===== src/rtl/button_autorepeat.sv =====
// -----------------------------------------------------------------------------
// button_autorepeat
//
// Turns a clean, debounced button level into count-step pulses for the digit
// counter. A press gives one step straight away. If the button is still held
// after HOLD_MS, the block enters an auto-repeat phase and gives one step
// every REPEAT_MS until release. It also reports a short tap (released before
// the first repeat step) and a long press (held for at least LONG_MS).
//
// Build one instance per button and feed `step` to the counter's button-event
// input.
//
// Parameters:
//   CLK_PER       clock period in ns; TICK_CYCLES = 1_000_000 / CLK_PER cycles
//                 make one millisecond tick
//   HOLD_MS       ms from the press step to the first repeat step (>= 1)
//   REPEAT_MS     ms between repeat steps (>= 1)
//   LONG_MS       ms of continuous hold before long_press asserts (>= 1)
//   ENABLE_REPEAT 0 = never auto-repeat; the block stays in HOLD until release
//
// Ports:
//   clk           system clock
//   reset         asynchronous, active-high reset
//   button_level  debounced button level, 1 = pressed, synchronous to clk
//   step          one-cycle count pulse
//   tap           one-cycle pulse: released before the first repeat step
//   long_press    level: held >= LONG_MS, cleared on release
//   repeating     level: in the auto-repeat phase
//   dbg_state     current FSM state (0 = IDLE, 1 = HOLD, 2 = REPEAT)
//
// Timing: every output is registered. A pulse is high for exactly one cycle,
// the cycle after the clock edge that saw its event.
// -----------------------------------------------------------------------------
module button_autorepeat #(
  parameter int CLK_PER       = 10,
  parameter int HOLD_MS       = 500,
  parameter int REPEAT_MS     = 100,
  parameter int LONG_MS       = 2000,
  parameter int ENABLE_REPEAT = 1
) (
  input  logic       clk,
  input  logic       reset,
  input  logic       button_level,
  output logic       step,
  output logic       tap,
  output logic       long_press,
  output logic       repeating,
  output logic [1:0] dbg_state
);

  // ---------------------------------------------------------------------------
  // Derived sizes and constants
  // ---------------------------------------------------------------------------
  localparam int TICK_CYCLES = 1_000_000 / CLK_PER;

  // The prescaler needs at least one bit, even when one cycle is one tick.
  localparam int PW = (TICK_CYCLES > 1) ? $clog2(TICK_CYCLES) : 1;

  // The phase timer is shared by HOLD and REPEAT, so it is sized for the
  // longer of the two phases.
  localparam int MS_MAX = (HOLD_MS > REPEAT_MS) ? HOLD_MS : REPEAT_MS;
  localparam int MW     = (MS_MAX > 0) ? $clog2(MS_MAX + 1) : 1;
  localparam int HW     = (LONG_MS > 0) ? $clog2(LONG_MS + 1) : 1;

  localparam logic [PW-1:0] TICK_LAST = PW'(TICK_CYCLES - 1);
  localparam logic [MW-1:0] HOLD_LAST = MW'(HOLD_MS - 1);
  localparam logic [MW-1:0] HOLD_VAL  = MW'(HOLD_MS);
  localparam logic [MW-1:0] REP_LAST  = MW'(REPEAT_MS - 1);
  localparam logic [HW-1:0] LONG_LAST = HW'(LONG_MS - 1);
  localparam logic [HW-1:0] LONG_VAL  = HW'(LONG_MS);

  localparam bit REPEAT_ON = (ENABLE_REPEAT != 0);

  // ---------------------------------------------------------------------------
  // Elaboration-time parameter checks
  // ---------------------------------------------------------------------------
  if (HOLD_MS < 1) begin : g_bad_hold
    $error("button_autorepeat: HOLD_MS must be >= 1");
  end
  if (REPEAT_MS < 1) begin : g_bad_repeat
    $error("button_autorepeat: REPEAT_MS must be >= 1");
  end
  if (LONG_MS < 1) begin : g_bad_long
    $error("button_autorepeat: LONG_MS must be >= 1");
  end
  if (TICK_CYCLES < 1) begin : g_bad_clk
    $error("button_autorepeat: CLK_PER must be <= 1_000_000");
  end

  // ---------------------------------------------------------------------------
  // State and registers
  // ---------------------------------------------------------------------------
  typedef enum logic [1:0] {
    ST_IDLE   = 2'd0,
    ST_HOLD   = 2'd1,
    ST_REPEAT = 2'd2
  } state_t;

  state_t        r_state;
  logic          r_btn_q;     // button_level delayed by one cycle
  logic [PW-1:0] r_presc;     // cycles within the current ms
  logic [MW-1:0] r_ms_cnt;    // ms elapsed in the current phase
  logic [HW-1:0] r_hold_cnt;  // ms held in total, saturating at LONG_MS

  logic          r_step;
  logic          r_tap;
  logic          r_long;
  logic          r_repeating;

  // ---------------------------------------------------------------------------
  // Edge detection and the ms tick
  // ---------------------------------------------------------------------------
  // After reset r_btn_q is 1. A button held through reset therefore gives no
  // rise until it has been released and pressed again.
  logic w_rise;
  logic w_fall;
  logic w_tick;

  assign w_rise = button_level & ~r_btn_q;
  assign w_fall = ~button_level & r_btn_q;
  assign w_tick = (r_presc == TICK_LAST);

  // ---------------------------------------------------------------------------
  // FSM with registered outputs
  //
  // Priority inside HOLD and REPEAT: a fall beats everything else on the same
  // edge. It suppresses a scheduled step, suppresses or clears long_press, and
  // returns to IDLE.
  // ---------------------------------------------------------------------------
  always_ff @(posedge clk or posedge reset) begin
    if (reset) begin
      r_state     <= ST_IDLE;
      r_btn_q     <= 1'b1;
      r_presc     <= '0;
      r_ms_cnt    <= '0;
      r_hold_cnt  <= '0;
      r_step      <= 1'b0;
      r_tap       <= 1'b0;
      r_long      <= 1'b0;
      r_repeating <= 1'b0;
    end else begin
      r_btn_q <= button_level;

      // Pulse outputs default low, so each pulse lasts one cycle.
      r_step <= 1'b0;
      r_tap  <= 1'b0;

      case (r_state)
        // ---------------------------------------------------------------------
        ST_IDLE: begin
          // All timers stay at zero while idle. A press then starts a phase
          // that is exactly aligned to the press edge.
          r_presc     <= '0;
          r_ms_cnt    <= '0;
          r_hold_cnt  <= '0;
          r_long      <= 1'b0;
          r_repeating <= 1'b0;
          if (w_rise) begin
            r_step  <= 1'b1;
            r_state <= ST_HOLD;
          end
        end

        // ---------------------------------------------------------------------
        ST_HOLD: begin
          if (w_fall) begin
            // Released before the first repeat step: a tap. This includes a
            // release on the same edge as the HOLD expiry.
            r_tap       <= 1'b1;
            r_state     <= ST_IDLE;
            r_presc     <= '0;
            r_ms_cnt    <= '0;
            r_hold_cnt  <= '0;
            r_long      <= 1'b0;
            r_repeating <= 1'b0;
          end else begin
            r_presc <= w_tick ? '0 : r_presc + PW'(1);
            if (w_tick) begin
              // long_press sets once, on the tick that brings hold_cnt to
              // LONG_MS. After that, hold_cnt saturates.
              if (r_hold_cnt == LONG_LAST) begin
                r_long <= 1'b1;
              end
              if (r_hold_cnt != LONG_VAL) begin
                r_hold_cnt <= r_hold_cnt + HW'(1);
              end

              if (REPEAT_ON && (r_ms_cnt == HOLD_LAST)) begin
                // This tick brings ms_cnt to HOLD_MS: first repeat step.
                r_step      <= 1'b1;
                r_repeating <= 1'b1;
                r_ms_cnt    <= '0;
                r_state     <= ST_REPEAT;
              end else if (r_ms_cnt != HOLD_VAL) begin
                // With repeat disabled, the phase timer parks at HOLD_MS
                // rather than wrapping.
                r_ms_cnt <= r_ms_cnt + MW'(1);
              end
            end
          end
        end

        // ---------------------------------------------------------------------
        ST_REPEAT: begin
          if (w_fall) begin
            // Release after repeating has started: no tap.
            r_state     <= ST_IDLE;
            r_presc     <= '0;
            r_ms_cnt    <= '0;
            r_hold_cnt  <= '0;
            r_long      <= 1'b0;
            r_repeating <= 1'b0;
          end else begin
            r_presc <= w_tick ? '0 : r_presc + PW'(1);
            if (w_tick) begin
              if (r_hold_cnt == LONG_LAST) begin
                r_long <= 1'b1;
              end
              if (r_hold_cnt != LONG_VAL) begin
                r_hold_cnt <= r_hold_cnt + HW'(1);
              end

              if (r_ms_cnt == REP_LAST) begin
                // This tick brings ms_cnt to REPEAT_MS: the next repeat step.
                r_step   <= 1'b1;
                r_ms_cnt <= '0;
              end else begin
                r_ms_cnt <= r_ms_cnt + MW'(1);
              end
            end
          end
        end

        // ---------------------------------------------------------------------
        default: begin
          r_state     <= ST_IDLE;
          r_presc     <= '0;
          r_ms_cnt    <= '0;
          r_hold_cnt  <= '0;
          r_long      <= 1'b0;
          r_repeating <= 1'b0;
        end
      endcase
    end
  end

  // ---------------------------------------------------------------------------
  // Outputs
  // ---------------------------------------------------------------------------
  assign step       = r_step;
  assign tap        = r_tap;
  assign long_press = r_long;
  assign repeating  = r_repeating;
  assign dbg_state  = r_state;

endmodule


===== config.mk =====
export PLATFORM = sky130hd
export DESIGN_NAME = button_autorepeat
export DESIGN_NICKNAME = d
export VERILOG_FILES = /design/src/rtl/button_autorepeat.sv
export SDC_FILE = /design/constraint.sdc
export NUM_CORES = 1
export LEC_CHECK = 0
export ABC_CLOCK_PERIOD_IN_PS = 2470
export CAP_MARGIN = 15
export CORE_MARGIN = 10
export CORE_UTILIZATION = 60
export CTS_CLUSTER_DIAMETER = 30
export CTS_CLUSTER_SIZE = 12
export DETAILED_ROUTE_END_ITERATION = 6
export HOLD_SLACK_MARGIN = 0.03
export PLACE_DENSITY_LB_ADDON = 0.05
export SLEW_MARGIN = 40
export SYNTH_ARGS = -nofsm -noshare
export SYNTH_HDL_FRONTEND = slang
export SYNTH_SLANG_ARGS = --single-unit

===== constraint.sdc =====
create_clock -name clk -period 2.47 [get_ports clk]
set_clock_uncertainty 0.1 [all_clocks]
set_input_delay 0.247 -clock clk [delete_from_list [all_inputs] [get_ports clk]]
set_output_delay 0.247 -clock clk [all_outputs]
set_load 0.01 [all_outputs]

==> Yosys cells after proc, flatten, opt, wreduce, memory -nomap -nowiden <==
Index checks and enable logic that the tools add are counted.
{ "word_totals": {"ff_bits": 44, "in_bits": 3, "out_inout_bits": 6, "word_cells": 80} }
{ "classes": {"n_addsub": 3, "n_eq_ne": 17, "mux": 40, "bitwise": 4, "n_reduce_logical": 7} }
{ "ops": {"columns": ["cell", "count"], "rows": [
  ["9-bit two-way mux", 7],
  ["17-bit two-way mux", 3],
  ["11-bit two-way mux", 4],
  ["9-bit case mux with 2 select lines", 1],
  ["17-bit by 1-bit adder with 17-bit output, second input constant", 1],
  ["17-bit == test, second input constant", 1],
  ["1-bit two-way mux", 17],
  ["11-bit by 1-bit adder with 11-bit output, second input constant", 1],
  ["11-bit == test, second input constant", 1],
  ["11-bit != test, second input constant", 1],
  ["2-bit two-way mux", 5],
  ["9-bit by 1-bit adder with 9-bit output, second input constant", 1],
  ["9-bit by 7-bit == test with 1-bit output, second input constant", 1],
  ["9-bit == test, second input constant", 1],
  ["3-bit by 1-bit != test with 1-bit output, second input constant", 3],
  ["3-bit != test, second input constant", 3],
  ["9-bit != test, second input constant", 1],
  ["2-bit case mux with 3 select lines", 1],
  ["3-bit AND reduction", 2],
  ["2-bit != test, second input constant", 2],
  ["4-bit != test, second input constant", 1],
  ["2-bit AND reduction", 2],
  ["4-bit AND reduction", 1],
  ["1-bit case mux with 3 select lines", 1],
  ["other kinds (7)", 9]
]} }

==> Depth between registers and ports, before layout <==
Gate-level depths: netlist of the first run.
{ "logic_depth": {"depth_word": 6, "mapped_depth": 8, "mapped_depth_nobuf": 7} }

==> Worst setup path after synthesis of the first run <==
Ideal clock, no wire load.
{ "synth_timing": {"path_kind": "flip-flop to flip-flop", "from": "reg r_state[0] (netlist: dbg_state[0])", "to": "reg r_ms_cnt[0]", "setup_time_ns": 0.065, "arrival_ns": 1.854, "required_time_ns": 2.305, "slack_ns": 0.451, "path_stages_with_launch": 8, "synth_period_minus_slack_ns": 2.019, "path_cell_list": "dfrtp_1 -> inv_1 -> ha_1 -> nand2_2 -> or4_1 -> buf_2 -> nor2_4 -> mux2_2"} }
{ "synth_between": {"elab_chain_cells": 3} }
{ "synth_lines": {"columns": ["item", "line", "rtl"], "rows": [
  ["from (decl)", "99", "state_t r_state;"],
  ["from (signal assigned)", "132", "r_state <= ST_IDLE;"],
  ["from (signal assigned)", "160", "r_state <= ST_HOLD;"],
  ["from (signal assigned)", "170", "r_state <= ST_IDLE;"],
  ["2-bit by 1-bit == test with 1-bit output / 2-bit == test (equally long branches)", "148", "case (r_state)"],
  ["4-bit != test (no line) / 3-bit != test (equally long branches)", null, null],
  ["3-bit AND reduction (no line)", null, null],
  ["to (signal assigned)", "197", "r_ms_cnt <= r_ms_cnt + MW'(1);"],
  ["to (signal assigned)", "228", "r_ms_cnt <= r_ms_cnt + MW'(1);"],
  ["to (decl)", "102", "logic [MW-1:0] r_ms_cnt;"]
]} }
Several ways; a longest one is shown, not always the timed one.
A chain may end at the register's enable or synchronous reset.

==> Final worst setup path of the first run <==
{ "layout_timing": {"from": "reg r_state[1] (netlist: dbg_state[1])", "to": "reg r_ms_cnt[0]"} }
The elaborated chain is that of the path after synthesis.

==> results_dict.tcl, run 1 <==
set metrics [dict create \
    status "completed" \
    io_pins 9 \
    cp.depth 6 \
    met3_length_um 204 \
    cts-resized-gates 0 \
    synth_ff_type "dfrtp_1" \
    syn-instance-count 249 \
    cts.sinks 44 \
    grt_util_all_layers_pct 12.7 \
    cp.required_ns 2.60 \
    synth_fp_nets 261 \
    slew_headroom_pct 54.0 \
    grt_pass1_wl_um 7560 \
    synthArstFlopShare_pct 100 \
    critPathBufInv 1 \
    vias_per_cell 5.68 \
    fp-row-count 22 \
    yosysTopAreaCell "dfrtp_1" \
    met1_length_um 2170 \
    power.density_nw_per_um2 621 \
    yosys-top-cells-count "43 x dfrtp_1, 41 x nor2_1, 16 x nand3_1" \
    areaGrowthSynthToFinish_pct 10.7 \
    via_count 1783 \
    cpMaxStageDelayCell "or4_1" \
    p_leak_nw 1.14 \
    crit_type "flop to flop" \
    wl_met2_um 1890 \
    clkPwrFrac_pct 29.5 \
    ctsHtreeMaxLevel 2 \
    yosysTopAreaCellShare_pct 44.7 \
    die_x_um 83.3 \
    cts_tree "done" \
    cp-start-kind "flop" \
    gr-total-overflow 0 \
    maxSlewViolCount 0 \
    path_clk_slew_ns 0.08 \
    maxCapViolCount 0 \
    swShare_pct 30.3 \
    pwr-share-comb_pct 22.9 \
    crit_path_max_fanout 9 \
    slowest_delay_ns 0.70 \
    coreArea_um2 3770 \
    hpwl_um 3030 \
    ir_worst_vdd_mv 0.363 \
    synth_area_um2 2410 \
    grt_max_degree 45 \
    min_path_type "input port to asynchronous set/reset pin" \
    utilization_pct 70.6 \
    synth_most_common_cell "dfrtp_1" \
    remaining_drc_errors 0 \
    num_antenna_cells 0 \
    tns_ns 0 \
    total_power_mw 1.65 \
    first_pass_iters 4 \
    wl_per_cell_um 13.7 \
    seq_area_frac_synth_pct 45.8 \
    synth_edf_count 0 \
    power_frac_seq_pct 47.6 \
    rsz0062_at_grt "no" \
    finalCritPeriodShare_pct 89.1 \
    nets 277 \
    ys_warn_count 0 \
    path_cells "inv_1 > ha_1 > nor2_1 > or4_1 > nor2_4 > mux2_2" \
    hold_buffers 0 \
    switchingPower_mw 0.501 \
    setup_viol 0 \
    gp_congestion 0.800 \
    layout-drive-gt1-share_pct 8.65 \
    top_layer_used "met4" \
    synth_cell_types 44 \
    cp-end-kind "flop" \
    clockRootBuffer "clkbuf_8" \
    grt_pass1_vias 1709 \
    clock_path_buffers 2 \
    hold_viol 0 \
    worst_pin_slew_ns 0.684 \
    dieArea_um2 6940 \
    syn_area_per_cell_um2 9.66 \
    cts_setup_buffers 0 \
    drt_iter0_markers 93 \
    final_antenna_net_count 0 \
    cp.arrival_ns 2.34 \
    power.internal_mw 1.15 \
    antenna_found_initial 0 \
    wl_um 4290 \
    ys_ff_latch 44 \
    cts_inserted_buffers 5 \
    cp_top_family "simple AND/OR/NAND/NOR gates" \
    fin_crit_ns 2.20 \
    ys_top_cells_by_area "dfrtp_1 45%, nor2_1 6.4%, ha_1 4.7%, xnor2_1 4.4%, xor2_1 4.4%" \
    reg2reg_depth 6 \
    insertion_delay_ns 0.29 \
    io_buffers 8 \
    max_freq_mhz 454 \
    start_util_pct 63.8 \
    die_h_um 83.3 \
]
-- cell families (layout without fill, tap and decap cells) --
logic type | Yosys count | count (layout) | synth area share (%)
and+or+nand+nor | 122 | 122 | 28.3
buffers and inverters | 17 | 34 | 3.07
DFF | 44 | 44 | 45.8
muxes | 2 | 2 | 0.884
adders and majority gates | 9 | 9 | 4.68
AOI/OAI and AO/OA | 31 | 31 | 8.48
xor gates and xnor gates | 24 | 24 | 8.74
-- final timing paths --
path	to	startpoint	slack (ns)
max	r_ms_cnt[0]	dbg_state[1]	0.27
min	r_ms_cnt[8]	reset	0.28
max reg2reg	r_ms_cnt[0]	dbg_state[1]	0.27
min reg2reg	r_presc[0]	r_presc[0]	0.40
max in group asynchronous	r_presc[13]	reset	1.62
min in group clk	r_presc[0]	r_presc[0]	0.40
-- per-stage QoR --
step	cells	hold WS, ns	area [um^2]	setup slack (ns)
detailed placement	306	0.390	2560	0.266
floorplan	249	0.151	2410	0.451
global placement	306	0.382	2560	0.263
CTS	314	0.301	2660	0.283
finish	314	0.276	2660	0.268
global route	314	0.357	2660	0.127
-- state kept, by name, summed over array words and instances, names as in the netlist --
register and count:
r_hold_cnt 11, long_press 1, r_ms_cnt 9, r_btn_q 1, r_presc 17, step 1, tap 1, repeating 1
dbg_state 2
-- layout by cell type (no fill, tap or decap), types with 2 or more instances in the layout --
cell type,Yosys,final
nand3b_1,2,2
a21o_1,3,3
inv_1,12,11
clkdlybuf4s50_1,0,8
and2_1,2,2
nand4_1,5,5
nand2_1,15,15
and4bb_2,2,2
clkbuf_8,0,7
nor3b_1,2,2
nor4_1,4,4
nor2_1,41,41
nor2b_1,3,3
ha_1,9,9
buf_4,0,6
nor3_1,8,8
nand2b_1,2,2
o21ai_0,11,11
dfrtp_1,43,43
a21oi_1,6,6
a22o_1,8,8
and4_1,5,5
xnor2_1,12,12
xor2_1,12,12
and3_1,3,3
nand3_1,16,16
-- power groups by stage --
stage | Sequential, mW | Clock [mW] | Combinational (mW)
2_1_floorplan | 0.802 | 0 | 0.260
3_3_place_gp | 0.800 | 0 | 0.373
3_5_place_dp | 0.803 | 0 | 0.377
4_1_cts | 0.788 | 0.502 | 0.379
5_1_grt | 0.794 | 0.530 | 0.425
6_report | 0.787 | 0.487 | 0.378
-- worst min-delay path, cell delays in order --
cell	delay, ns
clkdlybuf4s50_1	0.40
clkinv_1	0.04
buf_4	0.44
-- cell type report --
cell class	count	area [um^2]
repair buffers	14	125
flip-flops and latches	44	1100
well taps	48	60.1
multi-input cells	188	1230
clock buffers	8	100
inverters	12	45.0
fillers	302	1110
-- routing by layer --
layer  GRT usage [%]  vias up
li1                -      899
met1            17.1      849
met2            18.5       31
met3            4.00        4
met4            4.15        0
met5               0        -
Note: power is estimated with default switching activity, not from simulation.
==> run 2, diff against run 1 <==
--- a/config.mk
+++ b/config.mk
@@ -8,7 +8,7 @@
 export ABC_CLOCK_PERIOD_IN_PS = 2470
 export CAP_MARGIN = 15
 export CORE_MARGIN = 10
-export CORE_UTILIZATION = 60
+export CORE_UTILIZATION = 58
 export CTS_CLUSTER_DIAMETER = 30
 export CTS_CLUSTER_SIZE = 12
 export DETAILED_ROUTE_END_ITERATION = 6
==> run 2 against run 1 <==
Compared with the run above: sequential power about the same; die area up 2.6%; via count unchanged; fmax up 0.32%; sequential cell count unchanged; critical path depth unchanged; count of clock-buffer cells in the layout down 1; utilization down 3.1 points; largest cell class unchanged.
==> results_dict.tcl, run 2 (synthesis gave the netlist of run 1 again) <==
set metrics [dict create \
    ctsHtreeMaxLevel 2 \
    cts-resized-gates 0 \
    final_antenna_net_count 0 \
    slowest_delay_ns 0.70 \
    rsz0062_at_grt "no" \
    holdWs_ns 0.279 \
    grt_pass1_vias 1687 \
    rrSetupSlack_ns 0.28 \
    fillers 324 \
    layout-drive-gt1-share_pct 9.36 \
    largest_reg_flops 17 \
    critPathBufInv 1 \
    coreArea_um2 4000 \
    maxCapViolCount 0 \
    dieArea_um2 7120 \
    grt_util_all_layers_pct 12.6 \
    crit_path_max_fanout 9 \
    io_pins 9 \
    path_clk_slew_ns 0.08 \
    tns_ns 0 \
    die_x_um 84.4 \
    cp-end-kind "flop" \
    layout_commonest_cell "dfrtp_1" \
    power.density_nw_per_um2 653 \
    p_leak_nw 1.16 \
    die_h_um 84.4 \
    cts.sinks 44 \
    hold_buffers 0 \
    r2r_start "dbg_state[1]" \
    grt_max_degree 45 \
    drt_iter0_markers 99 \
    dp_cells 309 \
    areaGrowthSynthToFinish_pct 12.2 \
    cp.arrival_ns 2.34 \
    cp_top_family "simple AND/OR/NAND/NOR gates" \
    finalCritPeriodShare_pct 88.9 \
    status "completed" \
    cts_setup_buffers 0 \
    start_util_pct 60.2 \
    startpoint "dbg_state[1]" \
    slew_headroom_pct 63.8 \
    first_pass_iters 4 \
    cts_tree "done" \
    cp-start-kind "flop" \
    max_freq_mhz 456 \
    regMostFlops "r_presc" \
    wl_per_cell_um 13.5 \
    path_cells "inv_1 > ha_1 > nor2_1 > or4_1 > nor2_4 > mux2_2" \
    cts_inserted_buffers 5 \
    instances_no_fill 317 \
    cp.required_ns 2.61 \
    min_path_type "input port to asynchronous set/reset pin" \
    cpMaxStageDelayCell "or4_1" \
    crit_type "flop to flop" \
    io_buffers 8 \
    final_cell_mix "43 x dfrtp_1, 41 x nor2_1, 16 x nand3_1" \
    fin_crit_ns 2.19 \
    clockRootBuffer "clkbuf_8" \
    reg2reg_depth 6 \
    r2r_end "r_ms_cnt[0]" \
    hpwl_um 3070 \
    worst_pin_slew_ns 0.543 \
    nets 278 \
    num_antenna_cells 0 \
    via_count 1783 \
    remaining_drc_errors 0 \
    setup_viol 0 \
    grt_pass1_wl_um 7570 \
    antenna_found_initial 0 \
    clock_path_buffers 2 \
    gp_congestion 0.785 \
    gr-total-overflow 0 \
    fp-row-count 23 \
    hold_viol 0 \
    maxSlewViolCount 0 \
    vias_per_cell 5.62 \
    wl_um 4280 \
    insertion_delay_ns 0.30 \
    ir_worst_vdd_mv 0.462 \
    reg_top3 "r_presc: 17 flops, r_hold_cnt: 11 flops, r_ms_cnt: 9 flops" \
    total_power_mw 1.76 \
]
[run 2: cell types whose count changed in the layout (fill, tap and decap cells not counted)]
| cell | delta |
|---|---|
| clkbuf_1 | -1 |
| bufinv_16 | +1 |
| buf_4 | +1 |
[run 2: per-stage QoR]
step / setup slack (ns) / utilization, % / area (um^2)
after detailed placement: 0.259 / 64.3 / 2570
after global placement: 0.267 / 64.3 / 2570
after floorplan: 0.451 / - / 2410
final: 0.275 / 67.5 / 2700
after global routing: 0.157 / 67.5 / 2700
after CTS: 0.280 / 67.5 / 2700
[run 2: layout make-up]
cell class	instances	area, um^2	share of cell area, %
clock buffers	7	96.3	3.57
clock inverters	1	30.0	1.11
inverters	12	45.0	1.67
multi-input cells	188	1230	45.6
flip-flops and latches	44	1100	40.8
well taps	50	62.6	2.32
repair buffers	15	133	4.91
[run 2: worst min-delay path: cells and delay by family]
| family | cells | cell delay, ns |
|---|---|---|
| buffers and inverters | 3 | 0.89 |
[run 2: worst max-delay path by stage]
| stage | end | cells past startpoint | slack [ns] |
|---|---|---|---|
| global placement | r_ms_cnt[0] | 6 | 0.27 |
| finish | r_ms_cnt[0] | 6 | 0.28 |
| global route | r_ms_cnt[0] | 6 | 0.16 |
| floorplan | r_ms_cnt[0] | 7 | 0.45 |
| detailed placement | r_ms_cnt[0] | 6 | 0.26 |
| CTS | r_ms_cnt[0] | 6 | 0.28 |
[run 2: metal layers]
layer  GRT usage (%)  vias to the layer above  wire, um  share of wire, %
met4            4.79                        0        36              0.84
li1                -                      907         -                 -
met1            15.9                      842      2140                50
met2            19.4                       29      1930                45
met3            4.15                        5       179               4.2
met5               0                        -         0                 0
[run 2: power breakdown]
group	total, mW	switching (mW)	leakage, nW	internal [mW]
logic	0.373	0.232	0.486	0.140
registers	0.787	0.0314	0.607	0.755
clock network	0.601	0.245	0.0645	0.357
